File: config.mk
export PLATFORM = sky130hd
export DESIGN_NAME = ws_array_ctrl
export DESIGN_NICKNAME = d
export VERILOG_FILES = /design/src/rtl/ws_array_ctrl.sv
export SDC_FILE = /design/constraint.sdc
export NUM_CORES = 1
export LEC_CHECK = 0
export BUFFER_PORTS_ARGS = -buffer_cell sky130_fd_sc_hd__buf_2
export CORE_UTILIZATION = 50
export CTS_BUF_LIST = sky130_fd_sc_hd__clkbuf_2 sky130_fd_sc_hd__clkbuf_4 sky130_fd_sc_hd__clkbuf_8
export DETAILED_ROUTE_END_ITERATION = 10
export MAX_ROUTING_LAYER = met4
export PLACE_DENSITY = 0.77
export SLEW_MARGIN = 20
export SYNTH_ARGS = -nofsm -noshare
export SYNTH_HDL_FRONTEND = slang
export SYNTH_SLANG_ARGS = --single-unit
File: constraint.sdc
create_clock -name clk -period 5.7 [get_ports clk]
set_input_delay 0 -clock clk [delete_from_list [all_inputs] [get_ports clk]]
set_output_delay 0 -clock clk [all_outputs]
set_load 0.005 [all_outputs]
File: src/rtl/ws_array_ctrl.sv
// ---------------------------------------------------------------------------
// ws_array_ctrl
// Sequencing controller for a ROWS x COLS weight-stationary systolic array.
// A job runs three phases: LOAD shifts one weight row per cycle into the
// array (bottom row first), STREAM issues activation vectors as the buffer
// presents them (a low x_valid is a bubble), and DRAIN waits until the last
// issued vector has left the bottom row of every column.
//
// Ports
//   clk, rst      clock; asynchronous active-high reset
//   start         job request, sampled only in IDLE
//   cfg_n_vec     activation vector count, latched with start
//   busy, done    job status (done is a one-cycle pulse at job end)
//   w_load        weight-shift strobe to the row-0 PEs
//   w_addr        weight-buffer row address during LOAD
//   x_valid       activation buffer has a vector ready
//   x_rd          issue/pop strobe to the activation buffer
//   x_idx         index of the vector issued this cycle
//   en_row        en_in to the column-0 PE of each row (skewed)
//   clr_row       clr_in to the column-0 PE of each row
//   y_valid       bottom-row mac_out valid, per column
// ---------------------------------------------------------------------------
module ws_array_ctrl #(
    parameter int unsigned ROWS   = 4,
    parameter int unsigned COLS   = 4,
    parameter int unsigned PE_LAT = 4,
    parameter int unsigned LEN_W  = 16
) (
    input  logic                    clk,
    input  logic                    rst,
    input  logic                    start,
    input  logic [LEN_W-1:0]        cfg_n_vec,
    output logic                    busy,
    output logic                    done,
    output logic                    w_load,
    output logic [$clog2(ROWS)-1:0] w_addr,
    input  logic                    x_valid,
    output logic                    x_rd,
    output logic [LEN_W-1:0]        x_idx,
    output logic [ROWS-1:0]         en_row,
    output logic [ROWS-1:0]         clr_row,
    output logic [COLS-1:0]         y_valid
);

    localparam int unsigned AW        = $clog2(ROWS);
    // Cycles from an issue at the top-left PE to its result at the bottom of column 0.
    localparam int unsigned ARRAY_LAT = ROWS * PE_LAT;
    // Extra cycles after the final issue until y_valid[COLS-1] fires.
    localparam int unsigned DRAIN_LEN = ARRAY_LAT + COLS - 1;
    // Deepest tap of the issue delay line is y_valid[COLS-1].
    localparam int unsigned SKEW_LEN  = DRAIN_LEN;

    typedef enum logic [2:0] {
        S_IDLE,
        S_LOAD,
        S_STREAM,
        S_DRAIN,
        S_DONE
    } state_t;

    state_t              state;
    state_t              state_nxt;
    logic [LEN_W-1:0]    cnt;
    logic [LEN_W-1:0]    cnt_nxt;
    logic [LEN_W-1:0]    n_reg;
    logic [LEN_W-1:0]    n_nxt;
    logic                issue;
    logic [SKEW_LEN-1:0] skew;

    // State, shared phase counter and latched job length.
    always_ff @(posedge clk or posedge rst) begin
        if (rst) begin
            state <= S_IDLE;
            cnt   <= '0;
            n_reg <= '0;
        end else begin
            state <= state_nxt;
            cnt   <= cnt_nxt;
            n_reg <= n_nxt;
        end
    end

    // Next-state logic; cnt is the LOAD row, the STREAM vector index or the DRAIN tick.
    always_comb begin
        state_nxt = state;
        cnt_nxt   = cnt;
        n_nxt     = n_reg;
        issue     = 1'b0;
        case (state)
            S_IDLE: begin
                cnt_nxt = '0;
                if (start) begin
                    state_nxt = S_LOAD;
                    n_nxt     = cfg_n_vec;
                end
            end
            S_LOAD: begin
                if (cnt == LEN_W'(ROWS - 1)) begin
                    cnt_nxt   = '0;
                    state_nxt = (n_reg == '0) ? S_DONE : S_STREAM;
                end else begin
                    cnt_nxt = cnt + LEN_W'(1);
                end
            end
            S_STREAM: begin
                issue = x_valid;
                if (x_valid) begin
                    // n_reg >= 1 here, so n_reg-1 cannot underflow; no early wrap at max length.
                    if (cnt == n_reg - LEN_W'(1)) begin
                        cnt_nxt   = '0;
                        state_nxt = S_DRAIN;
                    end else begin
                        cnt_nxt = cnt + LEN_W'(1);
                    end
                end
            end
            S_DRAIN: begin
                if (cnt == LEN_W'(DRAIN_LEN - 1)) begin
                    cnt_nxt   = '0;
                    state_nxt = S_DONE;
                end else begin
                    cnt_nxt = cnt + LEN_W'(1);
                end
            end
            S_DONE: begin
                cnt_nxt   = '0;
                state_nxt = S_IDLE;
            end
            default: begin
                cnt_nxt   = '0;
                state_nxt = S_IDLE;
            end
        endcase
    end

    // Status and load outputs registered from the next state so they line up with it.
    always_ff @(posedge clk or posedge rst) begin
        if (rst) begin
            busy   <= 1'b0;
            done   <= 1'b0;
            w_load <= 1'b0;
            w_addr <= '0;
            x_idx  <= '0;
        end else begin
            busy   <= (state_nxt != S_IDLE);
            done   <= (state_nxt == S_DONE);
            w_load <= (state_nxt == S_LOAD);
            // Bottom row's weight goes in first so it ends up ROWS-1 shifts deep.
            w_addr <= (state_nxt == S_LOAD) ? (AW'(ROWS - 1) - AW'(cnt_nxt)) : '0;
            x_idx  <= (state_nxt == S_STREAM) ? cnt_nxt : '0;
        end
    end

    // Issue delay line; free-running in every state, tap d-1 is issue delayed d cycles.
    always_ff @(posedge clk or posedge rst) begin
        if (rst) begin
            skew <= '0;
        end else begin
            skew <= {skew[SKEW_LEN-2:0], issue};
        end
    end

    assign x_rd       = issue;
    assign en_row[0]  = issue;
    // Only the top row starts a fresh sum; lower rows accumulate psum_in.
    assign clr_row    = {{(ROWS-1){1'b0}}, issue};

    for (genvar r = 1; r < ROWS; r++) begin : g_en_row
        assign en_row[r] = skew[r*PE_LAT-1];
    end

    for (genvar c = 0; c < COLS; c++) begin : g_y_valid
        assign y_valid[c] = skew[ARRAY_LAT+c-1];
    end

endmodule
==> out/metrics.csv <==
stage,metric,value,unit
pwr,Leakage,2.09,nW
worst_setup_path,critical path arrival,3120,ps
pwr,worst vdd ir,0.000256,V
layout,final std cells w/o fill,539,
layout,fillers,642,
die,die height,90.1,um
placement,placed cell areas,0.00408,mm^2
worst_setup_path,worst path buffer plus inverter count,1,
global_routing,first-pass GRT wire length,14.1,mm
layout,largest register by flop count,skew,
timing,RSZ-0062 raised after global routing,no,
logic_synthesis,mean post-synth cell area,9.95,um^2
worst_setup_path,slowest CP cell,dfrtp_1,
job,max cap viols,0,
routing,Initial DRC Count,226,
worst_setup_path,CP required,5910,ps
logic_synthesis,Synthesis Warnings,0,
global_routing,initial antenna violation count,0,
timing,Final Max Tran Viols,0,
placement,dpl cells,505,
clock_network,clock tree buffer depth,2,
layout,"Area growth, synth to finish",14.5,%
placement,routability cong.,0.895,
pwr,pwr/cell area,461,mW/mm^2
hold_path,hold path depth,4,
logic_synthesis,Synth Register Bits,75,
worst_setup_path,CP dominant cell by count,a211o_1,
die,core area,0.00737,mm^2
routing,drt pass-1 iters,5,
routing,vias per cell,5.70,
die,# rows,31,
global_routing,grt total ovfl,0,
timing,Setup WS post-layout,2800,ps
global_routing,largest net degree at the start of global routing,76,
routing,DRC,0,
logic_synthesis,mapped cell area,0.00388,mm^2
die,DIE AREA,0.00811,mm^2
routing,per-cell routed wire length,15.6,um
layout,n_diodes,0,
clock_network,CTS Hold Bufs,18,
worst_setup_path,crit end category,register,
worst_setup_path,end of the worst register-to-register path,cnt[12],
timing,Rel. slew slack,0.347,
worst_setup_path,reg2reg start,n_reg[0],
hold_path,hold_sp,start,
worst_setup_path,crit path launch type,register,
timing,Max Freq,344,MHz
timing,"Hold Vio Cnt, Final",0,
logic_synthesis,main flop type after synthesis,dfrtp_1,
layout,share of layout cells above drive strength 1,0.232,
hold_path,Hold Crit Class,primary input to register,
routing,Post-Route WL,8.39,mm
timing,sum of negative setup slack,0,ps
logic_synthesis,Post-synth EDFFs,0,
placement,I/O Buffers,50,
placement,pre-CTS WS,2850,ps
clock_network,H-tree depth,3,
die,IO Count,54,
worst_setup_path,R2R Setup Slk,2800,ps
clock_network,post_cts resized,0,
logic_synthesis,Cell variety after synth,50,
layout,Final nets,458,
timing,clock skew,9.61,ps
global_routing,GR Util All Layers,0.228,
worst_setup_path,CP max FO,12,
logic_synthesis,register area share after synthesis,0.484,
worst_setup_path,"critical path, cell by cell","inv_1, ha_1, nor4b_1, and3_1, xnor2_1, a211o_1, a211o_1, or2_4, a21oi_2, o22ai_1",
placement,Post-DP HPWL,5.69,mm
clock_network,Worst-Skew Late Latency,360,ps
clock_network,Num CTS Buffers,9,
global_routing,vias in the first global route,2903,
layout,Largest register FFs,19,
routing,Routed Antenna Nets,0,
worst_setup_path,R2R depth,10,
hold_path,Worst Hold End,w_addr[1],
logic_synthesis,Synth Instances,390,
logic_synthesis,asr flop ratio synth,1.00,
timing,# setup viols final,0,
timing,Final min period,2900,ps
worst_setup_path,critical path class,register to register,
clock_network,setup bufs post-CTS,0,
clock_network,TritonCTS clock tree,built,
clock_network,"CTS clk-pin slew, worst paths",80,ps
clock_network,Root Driver,clkbuf_8,
timing,worst slew pin tran,979,ps
die,Initial Utilization,0.526,
worst_setup_path,Crit path max-delay family,simple AND/OR/NAND/NOR gates,
routing,routed via count,3071,
layout,Final Cell Area,0.00444,mm^2
die,Die W,90.1,um
timing,Tcrit/Tclk final,0.510,
run_status,outcome,"complete, no violations",
worst_setup_path,Crit path largest cell delay,440,ps
clock_network,clk sinks,75,
==> logic make-up (layout without fill, tap and decap cells) <==
group / Yosys count / count (layout) / share of synthesized area
muxes: 13 / 13 / 0.0377
xor gates and xnor gates: 32 / 32 / 0.0723
DFF: 75 / 75 / 0.484
AOI/OAI and AO/OA: 62 / 62 / 0.115
adders and majority gates: 3 / 3 / 0.00968
and+or+nand+nor: 157 / 157 / 0.218
other: 1 / 3 / 0.000967
buffers and inverters: 47 / 95 / 0.0619
==> synthesized netlist by cell type (all sizes together) (2+ instances only) <==
cell	instances	area, um^2
clkbuf	24	90.1
nor4	14	109
a211o	5	43.8
or2	2	15.0
buf	15	120
or3	5	31.3
xor2	15	131
inv	8	30.0
o21ai	17	119
nand3	31	155
a211oi	4	30.0
and2	3	18.8
nor4b	4	35.0
nor2	20	77.6
a31o	2	17.5
nor3	15	80.1
nand4	5	31.3
a31oi	5	31.3
a21o	2	15.0
nand2	31	116
mux2	13	146
o211ai	6	45.0
dfrtp	75	1880
a21oi	10	53.8
nor3b	2	15.0
or4	4	30.0
xnor2	17	149
nor2b	3	18.8
o22ai	2	12.5
a311o	2	20.0
and3	14	87.6
ha	3	37.5
nand2b	4	25.0
==> metrics by stage <==
stage	power, mW	utilization	hold slack (ps)
floorplan	1.46	-	117
global placement	1.63	0.553	208
detailed placement	1.66	0.553	210
CTS	2.06	0.603	56.0
global route	2.19	0.603	85.7
finish	2.05	0.603	62.7
==> worst reg2reg max path, cell delays in order (launching register included) <==
cell	delay, ps
dfrtp_1	440
inv_1	100
ha_1	220
nor4b_1	340
and3_1	320
xnor2_1	90
a211o_1	300
a211o_1	280
or2_4	330
a21oi_2	250
o22ai_1	100
==> cell type report <==
class / count / area, um^2 / area share
sequential: 75 / 1880 / 0.422
multi-input combinational: 270 / 1780 / 0.400
tap: 99 / 124 / 0.0279
clock inverter: 7 / 60.1 / 0.0135
timing repair buffer: 71 / 453 / 0.102
clock buffer: 9 / 124 / 0.0279
inverter: 8 / 30.0 / 0.00676
==> how the worst max path moves through the flow <==
| stage | start | end | slack [ps] | cells after the start |
|---|---|---|---|---|
| after floorplan | n_reg[0] | cnt[5] | 3190 | 12 |
| after global placement | n_reg[0] | cnt[12] | 2950 | 10 |
| after CTS | n_reg[0] | cnt[12] | 2820 | 10 |
| after global routing | n_reg[0] | cnt[12] | 2580 | 10 |
| after detailed placement | n_reg[0] | cnt[14] | 2850 | 10 |
| final | n_reg[0] | cnt[12] | 2800 | 10 |
==> per-layer routing <==
layer | part of all wire | wire length [um] | global-route usage | vias up
li1 | - | - | - | 1476
met1 | 0.43 | 3590 | 0.294 | 1467
met2 | 0.48 | 4030 | 0.352 | 109
met3 | 0.068 | 571 | 0.0575 | 19
met4 | 0.023 | 197 | 0.0780 | 0
met5 | 0 | 0 | - | -
==> placed cells by master (no fill, tap or decap), drive strengths merged, types with 2 or more instances in the layout <==
master and n:
or3 5, a31o 2, or2 2, o21ai 17, ha 3, clkbuf 9, xor2 15, dlygate4sd3 18
buf 53, inv 11, dfrtp 75, or4 4, mux2 13, nand3 31, a211o 5, nand2 31
a21oi 10, xnor2 17, a311o 2, a21o 2, nor4 14, o211ai 6, nor2 20, and3 14
nor3b 2, conb 3, nor4b 4, and2 3, clkinvlp 3, nand2b 4, a31oi 5, o22ai 2
nor2b 3, nand4 5, nor3 15, a211oi 4
==> power breakdown <==
group / internal (mW) / switching [mW] / leakage, nW / total, mW
logic: 0.348 / 0.404 / 1.02 / 0.752
clock network: 0.164 / 0.215 / 0.0844 / 0.379
registers: 0.690 / 0.225 / 0.982 / 0.915
Note: power is estimated with default switching activity, not from simulation.
